[src/rtl/tx_frame_scheduler.sv]
// tx_frame_scheduler: self-contained AXI-Stream frame source for Tx link bring-up.
// Each frame is PREAMBLE_LEN preamble bytes, one header byte {mode, frame_cnt[3:0]},
// then PAYLOAD_LEN bytes from a free-running LFSR, followed by a fixed idle gap.
// Optional build macro TX_FRAME_CRC_EN appends a CRC-8 byte (poly 0x07, init 0x00,
// MSB-first) over header+payload and moves tlast onto it.
// All stream outputs are registered; tready never reaches tvalid combinationally.

module tx_frame_scheduler #(
    parameter int unsigned PREAMBLE_LEN  = 4,
    parameter logic [7:0]  PREAMBLE_BYTE = 8'hAA,
    parameter int unsigned PAYLOAD_LEN   = 16,
    parameter int unsigned GAP_CYCLES    = 32
) (
    input  logic        clk_1M024,
    input  logic        rst_n_1M024,
    input  logic        en,
    input  logic [3:0]  MODE_CTRL,
    output logic [7:0]  data_tdata,
    output logic        data_tvalid,
    input  logic        data_tready,
    output logic        data_tlast,
    output logic        data_tuser,
    output logic [3:0]  mode_latched,
    output logic [15:0] frame_cnt,
    output logic        busy
);

    typedef enum logic [2:0] {
        ST_IDLE,
        ST_PREAMBLE,
        ST_HEADER,
        ST_PAYLOAD,
`ifdef TX_FRAME_CRC_EN
        ST_CRC,
`endif
        ST_GAP
    } state_t;

    // Terminal values of the shared byte/cycle counter in each state.
    localparam logic [7:0] PRE_LAST = 8'(PREAMBLE_LEN - 1);
    localparam logic [7:0] PAY_LAST = 8'(PAYLOAD_LEN - 1);
    // A zero-length gap still occupies one cycle, so both 0 and 1 end after one cycle.
    localparam logic [7:0] GAP_LAST = (GAP_CYCLES == 0) ? 8'd0 : 8'(GAP_CYCLES - 1);

    // Fibonacci LFSR, shift left, new bit0 = b7^b5^b4^b3.
    function automatic logic [7:0] lfsr_step(input logic [7:0] v);
        return {v[6:0], v[7] ^ v[5] ^ v[4] ^ v[3]};
    endfunction

`ifdef TX_FRAME_CRC_EN
    // CRC-8, poly 0x07, one byte folded in MSB-first.
    function automatic logic [7:0] crc8_byte(input logic [7:0] crc, input logic [7:0] data);
        logic [7:0] c;
        c = crc ^ data;
        for (int i = 0; i < 8; i++) begin
            c = c[7] ? ((c << 1) ^ 8'h07) : (c << 1);
        end
        return c;
    endfunction

    logic [7:0] r_crc;
`endif

    state_t      r_state;
    logic [7:0]  r_cnt;
    logic [7:0]  r_lfsr;
    logic [7:0]  r_tdata;
    logic        r_tvalid;
    logic        r_tlast;
    logic        r_tuser;
    logic [3:0]  r_mode;
    logic [15:0] r_frame_cnt;
    logic        r_busy;

    logic        w_xfer;
    logic        w_mode_legal;
    logic        w_start;
    logic [7:0]  w_header;
    logic [7:0]  w_lfsr_next;

    assign w_xfer       = r_tvalid && data_tready;
    assign w_mode_legal = (MODE_CTRL == 4'b0001) || (MODE_CTRL == 4'b0010) ||
                          (MODE_CTRL == 4'b0100);
    // Mode latch points: IDLE, or the final cycle of the inter-frame gap.
    assign w_start      = en && w_mode_legal &&
                          ((r_state == ST_IDLE) || ((r_state == ST_GAP) && (r_cnt == GAP_LAST)));
    assign w_header     = {r_mode, r_frame_cnt[3:0]};
    assign w_lfsr_next  = lfsr_step(r_lfsr);

    // Frame sequencer: state, counters and every stream output in one registered block.
    // NOTE: all state here is updated with non-blocking assignments so every register
    // samples the pre-edge values; blocking ones would make results depend on statement order.
    always_ff @(posedge clk_1M024 or negedge rst_n_1M024) begin
        if (!rst_n_1M024) begin
            r_state     <= ST_IDLE;
            r_cnt       <= 8'd0;
            r_lfsr      <= 8'hFF;
            r_tdata     <= 8'd0;
            r_tvalid    <= 1'b0;
            r_tlast     <= 1'b0;
            r_tuser     <= 1'b0;
            r_mode      <= 4'b0001;
            r_frame_cnt <= 16'd0;
            r_busy      <= 1'b0;
`ifdef TX_FRAME_CRC_EN
            r_crc       <= 8'd0;
`endif
        end else if (w_start) begin
            // Present the first preamble byte on the very next cycle.
            r_state  <= ST_PREAMBLE;
            r_mode   <= MODE_CTRL;
            r_cnt    <= 8'd0;
            r_tdata  <= PREAMBLE_BYTE;
            r_tvalid <= 1'b1;
            r_tuser  <= 1'b1;
            r_tlast  <= 1'b0;
            r_busy   <= 1'b1;
`ifdef TX_FRAME_CRC_EN
            r_crc    <= 8'd0;
`endif
        end else begin
            case (r_state)
                ST_IDLE: begin
                    r_busy <= 1'b0;
                end

                ST_PREAMBLE: begin
                    if (w_xfer) begin
                        r_tuser <= 1'b0;
                        if (r_cnt == PRE_LAST) begin
                            r_state <= ST_HEADER;
                            r_cnt   <= 8'd0;
                            r_tdata <= w_header;
                        end else begin
                            r_cnt <= r_cnt + 8'd1;
                        end
                    end
                end

                ST_HEADER: begin
                    if (w_xfer) begin
                        r_state <= ST_PAYLOAD;
                        r_cnt   <= 8'd0;
                        r_tdata <= r_lfsr;
`ifdef TX_FRAME_CRC_EN
                        r_crc   <= crc8_byte(r_crc, r_tdata);
`else
                        r_tlast <= (PAY_LAST == 8'd0);
`endif
                    end
                end

                ST_PAYLOAD: begin
                    if (w_xfer) begin
                        // The LFSR keeps running across frames; it is only seeded by reset.
                        r_lfsr <= w_lfsr_next;
`ifdef TX_FRAME_CRC_EN
                        r_crc  <= crc8_byte(r_crc, r_tdata);
`endif
                        if (r_cnt == PAY_LAST) begin
                            r_cnt <= 8'd0;
`ifdef TX_FRAME_CRC_EN
                            r_state <= ST_CRC;
                            r_tdata <= crc8_byte(r_crc, r_tdata);
                            r_tlast <= 1'b1;
`else
                            r_state     <= ST_GAP;
                            r_tdata     <= 8'd0;
                            r_tvalid    <= 1'b0;
                            r_tlast     <= 1'b0;
                            r_frame_cnt <= r_frame_cnt + 16'd1;
`endif
                        end else begin
                            r_cnt   <= r_cnt + 8'd1;
                            r_tdata <= w_lfsr_next;
`ifndef TX_FRAME_CRC_EN
                            r_tlast <= ((r_cnt + 8'd1) == PAY_LAST);
`endif
                        end
                    end
                end

`ifdef TX_FRAME_CRC_EN
                ST_CRC: begin
                    if (w_xfer) begin
                        r_state     <= ST_GAP;
                        r_cnt       <= 8'd0;
                        r_tdata     <= 8'd0;
                        r_tvalid    <= 1'b0;
                        r_tlast     <= 1'b0;
                        r_frame_cnt <= r_frame_cnt + 16'd1;
                    end
                end
`endif

                ST_GAP: begin
                    // Reaching here on the last gap cycle means no restart: fall back to IDLE.
                    if (r_cnt == GAP_LAST) begin
                        r_state <= ST_IDLE;
                        r_cnt   <= 8'd0;
                        r_busy  <= 1'b0;
                    end else begin
                        r_cnt <= r_cnt + 8'd1;
                    end
                end

                default: begin
                    r_state  <= ST_IDLE;
                    r_tvalid <= 1'b0;
                    r_busy   <= 1'b0;
                end
            endcase
        end
    end

    assign data_tdata   = r_tdata;
    assign data_tvalid  = r_tvalid;
    assign data_tlast   = r_tlast;
    assign data_tuser   = r_tuser;
    assign mode_latched = r_mode;
    assign frame_cnt    = r_frame_cnt;
    assign busy         = r_busy;

endmodule

[config.mk]
export PLATFORM = sky130hd
export DESIGN_NAME = tx_frame_scheduler
export DESIGN_NICKNAME = d
export VERILOG_FILES = /design/src/rtl/tx_frame_scheduler.sv
export SDC_FILE = /design/constraint.sdc
export NUM_CORES = 1
export LEC_CHECK = 0
export BUFFER_PORTS_ARGS = -buffer_cell sky130_fd_sc_hd__buf_2
export CAP_MARGIN = 10
export CELL_PAD_IN_SITES_DETAIL_PLACEMENT = 1
export CELL_PAD_IN_SITES_GLOBAL_PLACEMENT = 1
export CORE_MARGIN = 4
export CORE_UTILIZATION = 40
export CTS_CLUSTER_SIZE = 40
export DETAILED_ROUTE_END_ITERATION = 7
export PLACE_DENSITY = 0.76
export SYNTH_ARGS = -nofsm -noshare
export SYNTH_HDL_FRONTEND = slang
export SYNTH_SLANG_ARGS = --single-unit
[constraint.sdc]
create_clock -name clk_1M024 -period 2.4 [get_ports clk_1M024]
set_input_delay 0.6 -clock clk_1M024 [delete_from_list [all_inputs] [get_ports clk_1M024]]
set_output_delay 0.6 -clock clk_1M024 [all_outputs]
set_load 0.1 [all_outputs]
==> results of run 1 <==
## power by group
group	internal (uW)	total (uW)	switching, uW
clock	205	492	287
sequential	1060	1270	205
combinational	369	1500	1130
total	1630	3250	1620
## cells by family after synthesis
family	Yosys count
and+or+nand+nor	111
AOI/OAI and AO/OA	65
DFF	51
buffers and inverters	29
xor gates and xnor gates	24
muxes	5
adders and majority gates	3
## cells in the final DEF, fill, tap and decap left out, drive strengths merged, types with 6 or more instances in the layout
cell / instances
nor2: 22
nand2: 30
nand3: 13
nor3: 9
and3: 6
xor2: 8
inv: 15
buf: 52
a21oi: 7
xnor2: 16
nand4: 7
clkbuf: 6
o21ai: 28
dfstp: 9
dfrtp: 42
## flip-flops by register name, summed over array words and instances, names as in the netlist
name	flops
busy	1
data_tdata	8
data_tlast	1
data_tuser	1
data_tvalid	1
frame_cnt	16
mode_latched	4
r_cnt	8
r_lfsr	8
r_state	3
## how the worst min path moves through the flow
stage	to	slack, ps	cells after the start
global route	data_tdata[0]$_DFFE_PN0P_	320	1
CTS	data_tdata[0]$_DFFE_PN0P_	310	1
floorplan	busy$_DFFE_PN0P_	300	0
global placement	frame_cnt[15]$_DFFE_PN0P_	460	1
detailed placement	frame_cnt[10]$_DFFE_PN0P_	470	1
finish	r_cnt[7]$_DFFE_PN0P_	290	1
## worst max-delay path, stage by stage (launching register included)
cell and delay, ps:
dfrtp_1 420, or3_1 540, or3_1 390, a221o_1 390, nand3_1 240, o22ai_1 150
## area by class of cell
class / count / area, um^2 / area share
Tap cell: 77 / 96.3 / 0.0305
Clock buffer: 6 / 72.6 / 0.0230
Multi-Input combinational cell: 208 / 1330 / 0.420
Timing Repair Buffer: 52 / 305 / 0.0967
Inverter: 15 / 56.3 / 0.0178
Clock inverter: 2 / 12.5 / 0.00397
Sequential cell: 51 / 1290 / 0.408
## layer usage
layer  share of wire  wire, um  vias up  GRT usage
met2            0.51      3760       33      0.328
met5               0         0        -          0
met4           0.012        89        0     0.0510
met3           0.025       184        8     0.0333
li1                -         -     1110          -
met1            0.45      3300     1199      0.242
## repair_timing
action	in CTS	in global routing
setup endpoints to repair	0	16
resized for setup	0	3
setup buffers	0	1
## through the flow
step	total power (uW)	std cells	TNS, ps	cell area, um^2	utilization
floorplan	2400	288	0	2720	-
global placement	2730	402	0	3050	0.472
detailed placement	2770	402	0	3050	0.472
CTS	3270	410	0	3130	0.485
global route	3470	411	-10.4	3160	0.489
finish	3250	411	0	3160	0.489
==> flow_summary_export.csv, run 1 <==
group,metric,value,unit
placement,io_buffers,39,
floorplanning,io_pins,40,
routing,vias_per_cell,5.72,
cells_and_area,area_growth,16.2,%
routing,initialDrtViolationCount,167,
cts,numCtsBuffers,5,
worst_setup_path,crit_fanout,8,
synthesis,synth_fa_ha_area_frac,0.0138,
power_and_ir_drop,p_leak,0.00143,uW
cells_and_area,final_nets,344,
timing,period_needed,2270,ps
power_and_ir_drop,p_per_area,1030,nW/um^2
synthesis,synth_mux_area_frac,0.0207,
worst_setup_path,rr_worst_depth,5,
cts,htreeDepth,2,
worst_setup_path,timing.rr.start,"r_cnt[5]$_DFFE_PN0P_",
routing,first_pass_iters,4,
synthesis,synthesis.area,2720,um^2
timing,post-route-period-util,0.945,
routing,vias,2350,
worst_setup_path,worstSetupPathType,"reg -> reg",
routing,drcViolationCount,0,
synthesis,synth_nets,299,
synthesis,synthTopCellsByCount,"42 x dfrtp_1, 30 x nand2_1, 28 x o21ai_0",
floorplanning,dieArea,8170,um^2
synthesis,synth_xor_area_frac,0.0774,
floorplanning,die_x,90.4,um
routing,drt_wl_total,7.34,mm
synthesis,yosysMostFrequentCell,"dfrtp_1",
floorplanning,row_count,29,
timing,slew_headroom,0.575,
cells_and_area,drive_gt1_frac,0.266,
synthesis,synth-simple-area-share,0.218,
cts,clock_path_buffers,2,
synthesis,synth.avg_cell_area,9.43,um^2
power_and_ir_drop,peakVddDrop,0.769,mV
timing,finalMaxSlewViolations,0,
cts,cts_sinks,51,
synthesis,synth_edf_count,0,
worst_hold_path,holdCritPathClass,"in -> async",
cts,clk_latency,310,ps
worst_setup_path,critPathLaunchType,"flip-flop",
cts,hold_buffers,0,
global_route,grt_max_degree,28,
synthesis,ys_ff_latch,51,
synthesis,async_reset_ff_frac,1.00,
synthesis,synth.top_cell.area_share,0.387,
floorplanning,start_util,0.421,
routing,avgRoutedWirePerCell,17.8,um
worst_setup_path,reg2reg_slack,130,ps
global_route,grtUsageTotal,0.189,
floorplanning,die_h,90.4,um
timing,whs,293,ps
cells_and_area,fill_cells,782,
synthesis,synthFlopType,"dfrtp_1",
worst_setup_path,critPathCaptureType,"flip-flop",
synthesis,ys_types,51,
floorplanning,core_area,6460,um^2
run_status,status,"completed",
timing,setup_violations,0,
cts,cts-root-buf,"clkbuf_8",
placement,gp_congestion,0.897,
synthesis,synth_top_family_by_area,"simple AND/OR/NAND/NOR gates",
cts,cts_tree,"built",
worst_setup_path,crit_start,"r_cnt[5]$_DFFE_PN0P_",
synthesis,synth_top_cells_by_area,"dfrtp_1 39%, dfstp_2 8.7%, o21ai_0 5.2%",
cts,cts.clk_slew.worst_paths,90,ps
placement,dpl_worst_slack,104,ps
global_route,grt_first_pass_wirelength,12.5,mm
worst_setup_path,r2r_end,"r_cnt[5]$_DFFE_PN0P_",
global_route,first_global_vias,2493,
worst_setup_path,crit_arrival,2440,ps
synthesis,ys_warn_count,0,
timing,setup_ws,132,ps
synthesis,syn-instance-count,288,
synthesis,yosysSeqAreaShare,0.474,
flow_run,cap_violations,0,
cells_and_area,diodes,0,
global_route,gr-total-overflow,0,
routing,ant_nets,0,
timing,fin_skew,10.3,ps
global_route,grt_antenna_before_repair,0,
timing,worst_slew_pin_slew,638,ps
placement,hpwl,5.49,mm
worst_setup_path,crit_path_end,"r_cnt[5]$_DFFE_PN0P_",
synthesis,synth_compound_area_frac,0.152,
timing,final_hold_viol_count,0,
worst_setup_path,critPathRequiredTime,2570,ps
synthesis,yosys.area.top_type,"dfrtp_1",
timing,fmax,441,MHz
Note: power is estimated with default switching activity, not from simulation.
==> run 2, diff against run 1 <==
Settings changed: ABC_CLOCK_PERIOD_IN_PS set to 2400, CORE_UTILIZATION 40 to 43, PLACE_DENSITY 0.76 to 0.8.
==> flow_summary_export.csv, run 2 (synthesis results as in run 1) <==
group,metric,value,unit
global_route,grt_max_degree,19,
floorplanning,core_area,6030,um^2
power_and_ir_drop,swShare,0.488,
worst_hold_path,holdCritPathClass,"in -> async",
placement,place_area,3040,um^2
timing,slew_headroom,0.589,
cells_and_area,final_nets,344,
placement,hpwl,5.56,mm
timing,post-route-period-util,0.966,
cells_and_area,final_area,3190,um^2
cts,cts.clk_slew.worst_paths,100,ps
cts,cts_setup_buffers,0,
global_route,grt_antenna_before_repair,0,
cells_and_area,drive_gt1_frac,0.275,
timing,final_hold_viol_count,0,
cells_and_area,layout_commonest_cell,"dfrtp_1",
run_status,status,"completed",
cells_and_area,diodes,0,
timing,rsz0062_at_grt,"false",
global_route,grt_first_pass_wirelength,12.8,mm
floorplanning,start_util,0.451,
cts,cts_tree,"built",
cts,numCtsBuffers,5,
worst_setup_path,crit_arrival,2550,ps
timing,finalMaxSlewViolations,0,
power_and_ir_drop,clock_power_share,0.180,
routing,drcViolationCount,0,
worst_setup_path,path_cells,"or3_1 -> or3_1 -> or3_4 -> nor2_2 -> xor2_1",
routing,vias_per_cell,5.78,
cts,cts-root-buf,"clkbuf_8",
worst_setup_path,critPathRequiredTime,2630,ps
routing,first_pass_iters,4,
placement,gp_congestion,0.880,
floorplanning,row_count,28,
worst_setup_path,slowest_stage,"or3_1",
flow_run,cap_violations,0,
worst_setup_path,critPathCaptureType,"flip-flop",
timing,period_needed,2320,ps
power_and_ir_drop,internal_power,1750,uW
cells_and_area,final_cell_mix,"42 x dfrtp_1, 39 x buf_2, 29 x nand2_1, 28 x o21ai_0, 18 x nor2_1",
cells_and_area,fin_util,0.529,
cts,htreeDepth,2,
routing,vias,2364,
cts,clock_path_buffers,2,
routing,initialDrtViolationCount,146,
floorplanning,io_pins,40,
cts,clk_latency,310,ps
placement,io_buffers,39,
timing,worst_slew_pin_slew,617,ps
power_and_ir_drop,switchingPower,1670,uW
power_and_ir_drop,peakVddDrop,0.667,mV
worst_setup_path,critPathLaunchType,"flip-flop",
timing,fin_skew,11.2,ps
worst_setup_path,critPathMaxStageDelay,560,ps
power_and_ir_drop,combPwrFrac,0.444,
floorplanning,die_x,87.5,um
worst_setup_path,crit_fanout,8,
power_and_ir_drop,share_seq_of_total_power,0.376,
floorplanning,dieArea,7650,um^2
routing,drt_wl_total,7.70,mm
worst_setup_path,worstSetupPathType,"reg -> reg",
routing,ant_nets,0,
routing,avgRoutedWirePerCell,18.8,um
global_route,first_global_vias,2555,
cells_and_area,largest_reg_flops,16,
cells_and_area,area_growth,17.3,%
global_route,grtUsageTotal,0.217,
global_route,gr-total-overflow,0,
power_and_ir_drop,p_leak,0.00145,uW
worst_setup_path,crit_top_cell,"or3_1",
power_and_ir_drop,p_per_area,1070,nW/um^2
floorplanning,die_h,87.5,um
timing,tns,0,ps
timing,setup_violations,0,
timing,fmax,431,MHz
cts,cts_sinks,51,
## run 2: changes by cell type in the layout (fill, tap and decap cells not counted), sizes merged
cell	change
clkinv	-1
bufinv	+1
## run 2: worst paths after layout
| path | startpoint | end | slack (ps) | depth (start not counted) |
|---|---|---|---|---|
| setup / recovery | r_cnt[5]$_DFFE_PN0P_ | frame_cnt[8]$_DFFE_PN0P_ | 80 | 5 |
| hold reg to reg | frame_cnt[15]$_DFFE_PN0P_ | frame_cnt[15]$_DFFE_PN0P_ | 470 | 1 |
| hold / removal | rst_n_1M024 | r_cnt[6]$_DFFE_PN0P_ | 200 | 1 |
| setup reg to reg | r_cnt[5]$_DFFE_PN0P_ | frame_cnt[8]$_DFFE_PN0P_ | 80 | 5 |
| max in group asynchronous | rst_n_1M024 | r_lfsr[3]$_DFFE_PN1P_ | 1550 | 2 |
| min in group clk_1M024 | frame_cnt[15]$_DFFE_PN0P_ | frame_cnt[15]$_DFFE_PN0P_ | 470 | 1 |
## run 2: worst max-delay path: cells and delay by family, from the launching register on
kind / cells / cell delay [ps]
DFF: 1 / 420
and+or+nand+nor: 4 / 1650
xor gates and xnor gates: 1 / 160
## run 2: power groups by stage
| stage | clock network [uW] | logic, uW | registers (uW) |
|---|---|---|---|
| detailed placement | 0 | 1490 | 1280 |
| floorplan | 0 | 597 | 1800 |
| CTS | 624 | 1500 | 1270 |
| global route | 662 | 1640 | 1310 |
| finish | 613 | 1520 | 1280 |
| global placement | 0 | 1450 | 1270 |
## run 2: layout make-up
class | count | area (um^2)
clock buffer | 6 | 72.6
inverter | 15 | 56.3
sequential | 51 | 1290
tap | 75 | 93.8
fill | 743 | 2840
clock inverter | 2 | 37.5
timing repair buffer | 52 | 293
multi-input combinational | 208 | 1350
## run 2: stage by stage
stage | total power [uW] | std cells | hold slack (ps) | setup WS [ps]
final | 3410 | 409 | 197 | 81.4
after global routing | 3610 | 409 | 220 | 7.60
after CTS | 3400 | 409 | 204 | 3.79
after detailed placement | 2780 | 401 | 470 | 60.3
after global placement | 2720 | 401 | 455 | 172
after floorplan | 2400 | 288 | 304 | 99.3
## run 2: metal layers
metal  GRT usage  share of wire  vias up  wire [um]
met2       0.364           0.51       34       3900
met1       0.280           0.44     1201       3400
met4      0.0837          0.023        0        180
met3      0.0341          0.028       19        216
met5           0              0        -          0
li1            -              -     1110          -
## run 2: timing repair
| item | in CTS | in global routing |
|---|---|---|
| gates resized for setup | 0 | 7 |
| hold buffers | 0 | 0 |
| endpoints found under the setup margin | 0 | 15 |
==> run 3, diff against run 2 <==
Settings changed: CORE_MARGIN 4 to 2.
==> flow_summary_export.csv, run 3 (synthesis results as in run 1) <==
group,metric,value,unit
run_status,status,"completed",
floorplanning,io_pins,40,
timing,post-route-period-util,0.947,
cts,cts_tree,"built",
global_route,grt_max_degree,27,
power_and_ir_drop,share_seq_of_total_power,0.387,
placement,io_buffers,39,
routing,initialDrtViolationCount,175,
worst_setup_path,critPathCaptureType,"flip-flop",
cells_and_area,drive_gt1_frac,0.269,
cells_and_area,area_growth,15.9,%
timing,slew_headroom,0.562,
cts,cts-root-buf,"clkbuf_8",
power_and_ir_drop,p_per_area,1040,nW/um^2
placement,gp_congestion,0.886,
timing,finalMaxSlewViolations,0,
worst_setup_path,crit_arrival,2460,ps
power_and_ir_drop,p_leak,0.00143,uW
cts,cts_setup_buffers,0,
cts,clock_path_buffers,2,
global_route,gr-total-overflow,0,
routing,ant_nets,0,
floorplanning,row_count,28,
cells_and_area,fill_cells,718,
routing,vias_per_cell,5.78,
routing,drt_wl_total,7.41,mm
routing,first_pass_iters,4,
timing,setup_violations,0,
flow_run,cap_violations,0,
cells_and_area,final_cell_mix,"42 x dfrtp_1, 39 x buf_2, 30 x nand2_1, 28 x o21ai_0, 18 x nor2_1",
power_and_ir_drop,swShare,0.501,
cells_and_area,layout_commonest_cell,"dfrtp_1",
worst_setup_path,critPathRequiredTime,2580,ps
power_and_ir_drop,power,3280,uW
power_and_ir_drop,clock_power_share,0.155,
cells_and_area,final_nets,344,
floorplanning,dieArea,6970,um^2
timing,tns,0,ps
timing,period_needed,2270,ps
global_route,grt_antenna_before_repair,0,
cts,htreeDepth,2,
power_and_ir_drop,peakVddDrop,1.01,mV
floorplanning,start_util,0.451,
timing,final_hold_viol_count,0,
routing,drcViolationCount,0,
worst_setup_path,critPathLaunchType,"flip-flop",
cts,clk_latency,310,ps
global_route,grtUsageTotal,0.223,
worst_setup_path,worstSetupPathType,"reg -> reg",
floorplanning,core_area,6030,um^2
worst_hold_path,holdCritPathClass,"in -> async",
cts,cts.clk_slew.worst_paths,90,ps
placement,place_area,3050,um^2
cells_and_area,diodes,0,
global_route,first_global_vias,2466,
routing,vias,2364,
cts,numCtsBuffers,5,
routing,avgRoutedWirePerCell,18.1,um
global_route,grt_first_pass_wirelength,12.5,mm
worst_setup_path,crit_fanout,8,
timing,whs,292,ps
floorplanning,die_x,83.5,um
power_and_ir_drop,internal_power,1640,uW
cts,cts_sinks,51,
cells_and_area,largest_reg_flops,16,
placement,hpwl,5.32,mm
floorplanning,die_h,83.5,um
power_and_ir_drop,combPwrFrac,0.458,
timing,fin_skew,10.3,ps
timing,fmax,440,MHz
power_and_ir_drop,switchingPower,1640,uW
cells_and_area,fin_util,0.523,
timing,worst_slew_pin_slew,657,ps
cells_and_area,final_area,3150,um^2
==> run 3: repair_timing <==
| action | in CTS | in global routing |
|---|---|---|
| hold buffers | 0 | 0 |
| gates resized for setup | 0 | 3 |
| endpoints found under the setup margin | 0 | 11 |
==> run 3: path summary, 6_finish.rpt <==
path                                                start                   endpoint  slack [ps]  cells past startpoint
worst max-delay path                 r_cnt[5]$_DFFE_PN0P_       r_cnt[6]$_DFFE_PN0P_         130                      5
worst min-delay path                          rst_n_1M024       r_cnt[5]$_DFFE_PN0P_         290                      1
worst max register to register       r_cnt[5]$_DFFE_PN0P_       r_cnt[6]$_DFFE_PN0P_         130                      5
worst min register to register  frame_cnt[15]$_DFFE_PN0P_  frame_cnt[15]$_DFFE_PN0P_         480                      1
max in group asynchronous                     rst_n_1M024      r_lfsr[0]$_DFFE_PN1P_        1470                      2
min in group clk_1M024          frame_cnt[15]$_DFFE_PN0P_  frame_cnt[15]$_DFFE_PN0P_         480                      1
==> run 3: metal layers <==
metal	vias to the layer above	global-route usage	part of all wire
li1	1110	-	-
met1	1179	0.293	0.45
met2	57	0.378	0.49
met3	18	0.0317	0.036
met4	0	0.0777	0.020
met5	-	0	0
==> run 3: power groups by stage <==
stage	Combinational, uW	Sequential [uW]	Clock (uW)
2_1_floorplan	597	1800	0
3_3_place_gp	1450	1270	0
3_5_place_dp	1490	1280	0
4_1_cts	1500	1270	521
5_1_grt	1600	1300	557
6_report	1500	1270	509
==> run 3: worst max-delay path, stage by stage, from the launching register on <==
cell,delay (ps)
dfrtp_1,420
or3_1,530
or3_1,400
a221o_1,410
nand3_1,250
o21ai_0,140
==> run 3: area by class of cell <==
type,count,area [um^2],share of cell area
Inverter,15,56.3,0.0179
Tap cell,75,93.8,0.0298
Timing Repair Buffer,52,305,0.0969
Clock buffer,5,68.8,0.0219
Clock inverter,3,18.8,0.00596
Sequential cell,51,1290,0.409
Multi-Input combinational cell,208,1320,0.419
==> run 3: per-stage QoR <==
stage	setup WS, ps	instances
floorplan	99.3	288
global route	-44.5	409
CTS	82.1	409
finish	128	409
detailed placement	103	401
global placement	160	401
